File: config.mk
export PLATFORM = sky130hd
export DESIGN_NAME = memory_bus_initiator
export DESIGN_NICKNAME = d
export VERILOG_FILES = /design/src/rtl/memory_bus_pkg.sv /design/src/rtl/bus_response_watchdog.sv /design/src/rtl/memory_bus_initiator.sv
export SDC_FILE = /design/constraint.sdc
export NUM_CORES = 1
export LEC_CHECK = 0
export ABC_AREA = 1
export CAP_MARGIN = 20
export CELL_PAD_IN_SITES_DETAIL_PLACEMENT = 0
export CELL_PAD_IN_SITES_GLOBAL_PLACEMENT = 1
export CORE_AREA = 2 2 159 161
export DETAILED_ROUTE_END_ITERATION = 8
export DIE_AREA = 0 0 161 163
export DONT_BUFFER_PORTS = 1
export PLACE_DENSITY = 0.64
export SLEW_MARGIN = 40
export SYNTH_ARGS = -nofsm -noshare
export SYNTH_HDL_FRONTEND = slang
export SYNTH_SLANG_ARGS = --single-unit
File: constraint.sdc
create_clock -name clk -period 10.9 [get_ports clk]
set_clock_uncertainty 0.2 [all_clocks]
set_input_delay 3.27 -clock clk [delete_from_list [all_inputs] [get_ports clk]]
set_output_delay 3.27 -clock clk [all_outputs]
set_load 0.01 [all_outputs]
File: src/rtl/memory_bus_pkg.sv
// memory_bus_pkg: packet types shared by the MemoryBus initiator,
// DRAM responder and bus interface.
package memory_bus_pkg;

  localparam int unsigned BUS_SOURCE_W = 4;

  typedef enum logic [0:0] {
    bus_read_data  = 1'b0,
    bus_write_data = 1'b1
  } bus_packet_type_t;

  typedef logic [63:0] bus_packet_payload_t;
  typedef logic [63:0] bus_address_t;

  typedef enum logic [1:0] {
    ST_IDLE      = 2'd0,
    ST_ISSUE     = 2'd1,
    ST_WAIT_RESP = 2'd2
  } init_state_t;

endpackage

File: src/rtl/bus_response_watchdog.sv
// bus_response_watchdog: counts cycles spent waiting for a read
// response and flags expiry on the cycle the limit is reached.
module bus_response_watchdog #(
  parameter int unsigned TIMEOUT_CYCLES = 1024
) (
  input  logic clk,
  input  logic reset,
  input  logic i_clear,
  input  logic i_count,
  output logic o_expired
);

  localparam int unsigned CW = $clog2(TIMEOUT_CYCLES + 1);
  localparam logic [CW-1:0] LAST = CW'(TIMEOUT_CYCLES - 1);

  logic [CW-1:0] r_count;

  // Wait counter: cleared on entry, steps on each unmatched wait cycle
  always_ff @(posedge clk or posedge reset) begin
    if (reset) begin
      r_count <= '0;
    end else if (i_clear) begin
      r_count <= '0;
    end else if (i_count) begin
      r_count <= r_count + 1'b1;
    end
  end

  // The unmatched cycle that brings the count to the limit expires
  assign o_expired = i_count && (r_count == LAST);

endmodule

File: src/rtl/memory_bus_initiator.sv
// memory_bus_initiator: one-outstanding requester on the MemoryBus.
// Define MEMORY_BUS_INITIATOR_TIMEOUT_EN to add the read watchdog.
module memory_bus_initiator
  import memory_bus_pkg::*;
#(
  parameter int unsigned          SOURCE_W       = BUS_SOURCE_W,
  parameter logic [SOURCE_W-1:0]  SOURCE_ID      = '0,
  parameter int unsigned          TIMEOUT_CYCLES = 1024
) (
  input  logic                clk,
  input  logic                reset,
  input  logic                cpu_req_valid,
  output logic                cpu_req_ready,
  input  logic                cpu_req_write,
  input  bus_address_t        cpu_req_addr,
  input  bus_packet_payload_t cpu_req_wdata,
  output logic                cpu_resp_valid,
  output bus_packet_payload_t cpu_resp_rdata,
  output logic                cpu_resp_error,
  output logic                bus_request_busy,
  output bus_packet_type_t    bus_request_type,
  output bus_address_t        bus_request_address,
  output bus_packet_payload_t bus_request_payload,
  output logic [SOURCE_W-1:0] bus_request_source,
  input  logic                bus_request_accept,
  input  logic                bus_response_valid,
  input  bus_packet_payload_t bus_response_payload,
  input  logic [SOURCE_W-1:0] bus_response_dest
);

  init_state_t         r_state;
  init_state_t         w_state_nxt;

  logic                r_busy;
  bus_packet_type_t    r_type;
  bus_address_t        r_addr;
  bus_packet_payload_t r_payload;
  logic [SOURCE_W-1:0] r_source;

  logic                r_resp_valid;
  bus_packet_payload_t r_resp_rdata;
  logic                r_resp_error;

  logic                w_handshake;
  logic                w_accept;
  logic                w_match;
  logic                w_timeout;

  logic                w_busy_d;
  logic                w_resp_valid_d;
  bus_packet_payload_t w_resp_rdata_d;
  logic                w_resp_error_d;

  assign cpu_req_ready = (r_state == ST_IDLE);
  assign w_handshake   = cpu_req_valid && cpu_req_ready;
  assign w_accept      = r_busy && bus_request_accept;
  assign w_match       = (r_state == ST_WAIT_RESP) &&
                         bus_response_valid &&
                         (bus_response_dest == SOURCE_ID);

`ifdef MEMORY_BUS_INITIATOR_TIMEOUT_EN
  logic w_enter_wait;
  logic w_wait_miss;

  assign w_enter_wait = w_accept && (r_type == bus_read_data);
  assign w_wait_miss  = (r_state == ST_WAIT_RESP) && !w_match;

  bus_response_watchdog #(
    .TIMEOUT_CYCLES (TIMEOUT_CYCLES)
  ) u_watchdog (
    .clk       (clk),
    .reset     (reset),
    .i_clear   (w_enter_wait),
    .i_count   (w_wait_miss),
    .o_expired (w_timeout)
  );
`else
  assign w_timeout = 1'b0;
`endif

  // State register
  always_ff @(posedge clk or posedge reset) begin
    if (reset) begin
      r_state <= ST_IDLE;
    end else begin
      r_state <= w_state_nxt;
    end
  end

  // Next-state logic
  always_comb begin
    w_state_nxt = r_state;
    unique case (r_state)
      ST_IDLE: begin
        if (w_handshake) w_state_nxt = ST_ISSUE;
      end
      ST_ISSUE: begin
        if (w_accept) begin
          w_state_nxt = (r_type == bus_write_data) ? ST_IDLE
                                                   : ST_WAIT_RESP;
        end
      end
      ST_WAIT_RESP: begin
        if (w_match || w_timeout) w_state_nxt = ST_IDLE;
      end
      default: w_state_nxt = ST_IDLE;
    endcase
  end

  // Next values of the registered outputs; a match beats expiry
  always_comb begin
    w_busy_d       = (w_state_nxt == ST_ISSUE);
    w_resp_valid_d = 1'b0;
    w_resp_rdata_d = '0;
    w_resp_error_d = 1'b0;
    unique case (r_state)
      ST_ISSUE: begin
        if (w_accept && (r_type == bus_write_data)) begin
          w_resp_valid_d = 1'b1;
        end
      end
      ST_WAIT_RESP: begin
        if (w_match) begin
          w_resp_valid_d = 1'b1;
          w_resp_rdata_d = bus_response_payload;
        end else if (w_timeout) begin
          w_resp_valid_d = 1'b1;
          w_resp_error_d = 1'b1;
        end
      end
      default: begin
      end
    endcase
  end

  // Output and packet registers; packet latched on client handshake
  always_ff @(posedge clk or posedge reset) begin
    if (reset) begin
      r_busy       <= 1'b0;
      r_type       <= bus_read_data;
      r_addr       <= '0;
      r_payload    <= '0;
      r_source     <= '0;
      r_resp_valid <= 1'b0;
      r_resp_rdata <= '0;
      r_resp_error <= 1'b0;
    end else begin
      r_busy       <= w_busy_d;
      r_source     <= SOURCE_ID;
      r_resp_valid <= w_resp_valid_d;
      r_resp_rdata <= w_resp_rdata_d;
      r_resp_error <= w_resp_error_d;
      if (w_handshake) begin
        r_type    <= cpu_req_write ? bus_write_data : bus_read_data;
        r_addr    <= cpu_req_addr;
        r_payload <= cpu_req_write ? cpu_req_wdata : '0;
      end
    end
  end

  assign bus_request_busy    = r_busy;
  assign bus_request_type    = r_type;
  assign bus_request_address = r_addr;
  assign bus_request_payload = r_payload;
  assign bus_request_source  = r_source;
  assign cpu_resp_valid      = r_resp_valid;
  assign cpu_resp_rdata      = r_resp_rdata;
  assign cpu_resp_error      = r_resp_error;

endmodule

### Word level (Yosys, flattened, before mapping)

Index checks and enable logic that the tools add are counted.

* bitwise operators: 0
* div/mod/pow operators: 0
* reduce and logical (&&, ||, !) cells: 7
* shift-type cells: 0
* mux-type cells: 12
* $add $sub $neg: 0
* order comparisons: 0
* multiply operators: 0
* eq/ne operators: 3

Operators with widths (count)
* 64-bit 2-to-1 mux: 3
* 2-bit 2-to-1 mux: 4
* 2-bit one-hot mux with 3 select lines: 1
* 1-bit logical AND: 5
* 2-bit by 1-bit equality test with 1-bit output, second input constant: 2
* 4-bit zero test: 1
* 1-bit 2-to-1 mux: 3
* 2-bit equality test, second input constant: 1
* 2-bit zero test: 1
* 1-bit one-hot mux with 2 select lines: 1

* register bits after elaboration: 197
* memories kept: 0
* output and inout port bits: 201
* input bits: 202
* bits in latches: 0
* memory bits (writable): 0
* logic and storage cells: 29
* memory bits (read-only): 0

### Longest topological paths before layout

* word-level depth: 6
* gate-level depth with buffers: 9
* gate-level depth less buffers: 9

### Least setup slack after synthesis

Ideal clock, no wire load.

* kind: register -> output
* from: register r_state[0]
* to: output cpu_req_ready
* path buffers: 0
* path slack: 6.691 ns
* arrival time: 0.739 ns
* data required time: 7.430 ns
* stages on the path, launching flop included: 3
* cells stage by stage: dfrtp_1 inv_1 ha_1

* cells in the longest elaborated chain, start to end: 1

Ends and longest elaborated chain
* start, declared: RTL line memory_bus_initiator.sv:31 `init_state_t r_state;`
* start signal, assigned: RTL line memory_bus_initiator.sv:86 `r_state <= w_state_nxt;`
* 2-bit zero test: RTL line memory_bus_initiator.sv:54 `assign cpu_req_ready = (r_state == ST_IDLE);`
* end, declared: RTL line memory_bus_initiator.sv:13 `output logic cpu_req_ready,`

Every way passes these cells.

### Final worst setup path

* from: register r_state[1]
* to: output cpu_req_ready

Same word-level chain as after synthesis.

==> impl_metrics.yaml <==
outcome:
  status: "complete, no violations"
yosys:
  synthCells: 793
  yosysWarningCount: 0
  synthTopCellsByArea: "dfrtp_1 66%, nand2_1 17%, o21ai_0 4.3%, inv_1 3.6%, nor2_1 3.4%"
  yosys_register_bits: 197
  yosys.area.top_type_share: 0.665
  ys_seq_area_frac: 0.665
  netlist_area_sq_mm: 0.00741
  avgSynthCellArea_sq_um: 9.35
  yosys.area.top_type: "dfrtp_1"
  synth_cell_type_count: 18
grt:
  grt_pass1_vias: 4998
  grt_pass1_wl_um: 29100
  track_usage: 0.144
  antenna_found_initial: 0
  grt_overflow: 0
  grt_max_degree: 134
critical_path:
  cp_slowest_cell: "ha_1"
  critPathMaxStageDelay_ps: 450
  reg2regPathDepth: 7
  crit_chain: "inv_1 -> ha_1"
  r2r_slack_ps: 8150
  r2r_end: "bus_request_address[13]"
  start_kind: "flip-flop"
  critical_path.max_fanout: 5
  required_ps: 7430
  arrival_ps: 1450
  endpoint_kind: "output port"
  rr_startpoint: "r_state[1]"
  worstSetupPathType: "reg2out"
floorplan:
  dieArea_sq_mm: 0.0262
  die_y_um: 163
  core_area_sq_mm: 0.0247
  start_util: 0.301
  die_x_um: 161
  ios: 403
  rows: 58
place:
  port_buffers: 0
  dp_cells: 1084
  pre_cts_ws_ps: 5980
  gp_congestion: 0.764
  place_area_sq_mm: 0.00762
  dpl.hpwl_um: 13100
finish:
  final_cell_area_sq_mm: 0.00821
  nNetsFinal: 979
  synthToLayoutAreaGrowth_pct: 10.7
  num_antenna_cells: 0
  post-route-util: 0.333
  fillerInstances: 2562
  mostFrequentLayoutCell: "nand2_1"
  final_cells: 1116
  multi_input_area_sq_mm: 0.00196
  regArea_sq_mm: 0.00493
  drive_gt1_frac: 0.0522
  mostFrequentLayoutCells: "330 x nand2_1, 197 x dfrtp_1, 70 x inv_1"
drt:
  drc: 0
  wire_per_inst_um: 17.4
  num_vias: 4917
  ant_nets: 0
  wirelength_um: 19400
  drtIter0Drc: 475
  viasPerCell: 4.41
  dr.pass1.iters: 4
clock_tree:
  hold_buffers: 0
  insertion_delay_ps: 420
  post_cts_resized: 0
  clock-sinks: 197
  cts_tree: "done"
  post_cts_buffers: 0
  path_clk_slew_ps: 70
  cts_root_buf: "clkbuf_16"
  numCtsBuffers: 17
  cts_max_path_buffers: 2
  htreeDepth: 4
sta:
  fin_crit_ps: 4920
  report.final.slew_viol_count: 0
  grt_setup_unrepaired: "no"
  setup_viol: 0
  tightest_slew_ps: 707
  timing_hold_violations_final: 0
  final.setup.tns_ps: 0
  max_freq_mhz: 203
  fin_crit_sh: 0.451
  worst_slack_ps: 5980
  slew_headroom: 0.528
  hold-worst-slack_ps: 351
power_and_ir_drop:
  powerDensity_mw_per_mm2: 271
  power.total_mw: 2.22
  leakage_nw: 4.40
  vdd_ir_drop_max_v: 0.0000738
worst_hold_path:
  hold_depth: 2
  worstHoldStart: "bus_request_address[35]"
  hold_path.class: "reg2reg"
  min_to: "bus_request_address[35]"
run:
  cap_violations: 0
## state kept, by name, summed over array words and instances (netlist names)
| name | count |
|---|---|
| cpu_resp_rdata | 64 |
| bus_request_address | 64 |
| bus_request_busy | 1 |
| bus_request_type | 1 |
| cpu_resp_valid | 1 |
| r_state | 2 |
| bus_request_payload | 64 |
## logic make-up (layout without fill, tap and decap cells)
group | count (synthesis) | after routing | share of synthesized area
AO/OA/AOI/OAI | 67 | 67 | 0.0461
AND/OR/NAND/NOR | 405 | 405 | 0.207
other | 1 | 5 | 0.000506
flip-flops | 197 | 197 | 0.665
buffers and inverters | 119 | 108 | 0.0751
adder cells (fa/ha/maj) | 4 | 4 | 0.00675
## synthesized netlist by cell type
| cell | number |
|---|---|
| nor2_1 | 67 |
| a21oi_1 | 1 |
| nand2_1 | 330 |
| a21oi_2 | 1 |
| clkbuf_1 | 9 |
| conb_1 | 1 |
| a21boi_0 | 1 |
| inv_1 | 71 |
| buf_2 | 25 |
| nand4_1 | 1 |
| ha_1 | 4 |
| buf_6 | 8 |
| inv_2 | 1 |
| buf_4 | 5 |
| o21ai_0 | 64 |
| dfrtp_1 | 197 |
| nand2_2 | 1 |
| nand3_1 | 6 |
## how the worst max path moves through the flow
stage	startpoint	end	slack, ps	cells after the start
after floorplan	reset	bus_request_address[0]	2060	1
after global placement	reset	bus_request_address[12]	5740	2
after detailed placement	cpu_req_valid	bus_request_address[13]	5980	5
after CTS	r_state[1]	cpu_req_ready	5960	2
after global routing	r_state[0]	cpu_req_ready	5900	2
final	r_state[1]	cpu_req_ready	5980	2
## where the power goes
part	leakage, nW	internal [mW]	total, mW	switching (mW)
Clock	0.288	0.312	0.622	0.310
Combinational	1.53	0.117	0.346	0.229
Sequential	2.59	0.958	1.26	0.297
## worst max-delay path: cells and delay by family, from the launching register on
kind	cells	cell delay (ps)
adder cells (fa/ha/maj)	1	450
flip-flops	1	440
buffers and inverters	1	140
## layer usage
| metal | share of wire | up-vias | global-route usage | wire length (um) |
|---|---|---|---|---|
| li1 | - | 2318 | - | - |
| met1 | 0.39 | 2305 | 0.165 | 7520 |
| met2 | 0.46 | 274 | 0.226 | 9030 |
| met3 | 0.13 | 20 | 0.0792 | 2470 |
| met4 | 0.021 | 0 | 0.0544 | 403 |
| met5 | 0 | - | 0 | 0 |
## area by class of cell
cell class	instances	share of cell area
clock inverter	14	0.0174
timing repair buffer	4	0.00457
clock buffer	18	0.0535
inverter	72	0.0345
multi-input combinational	481	0.239
sequential	197	0.601
tap	330	0.0503
(Power assumes the default switching activity.)
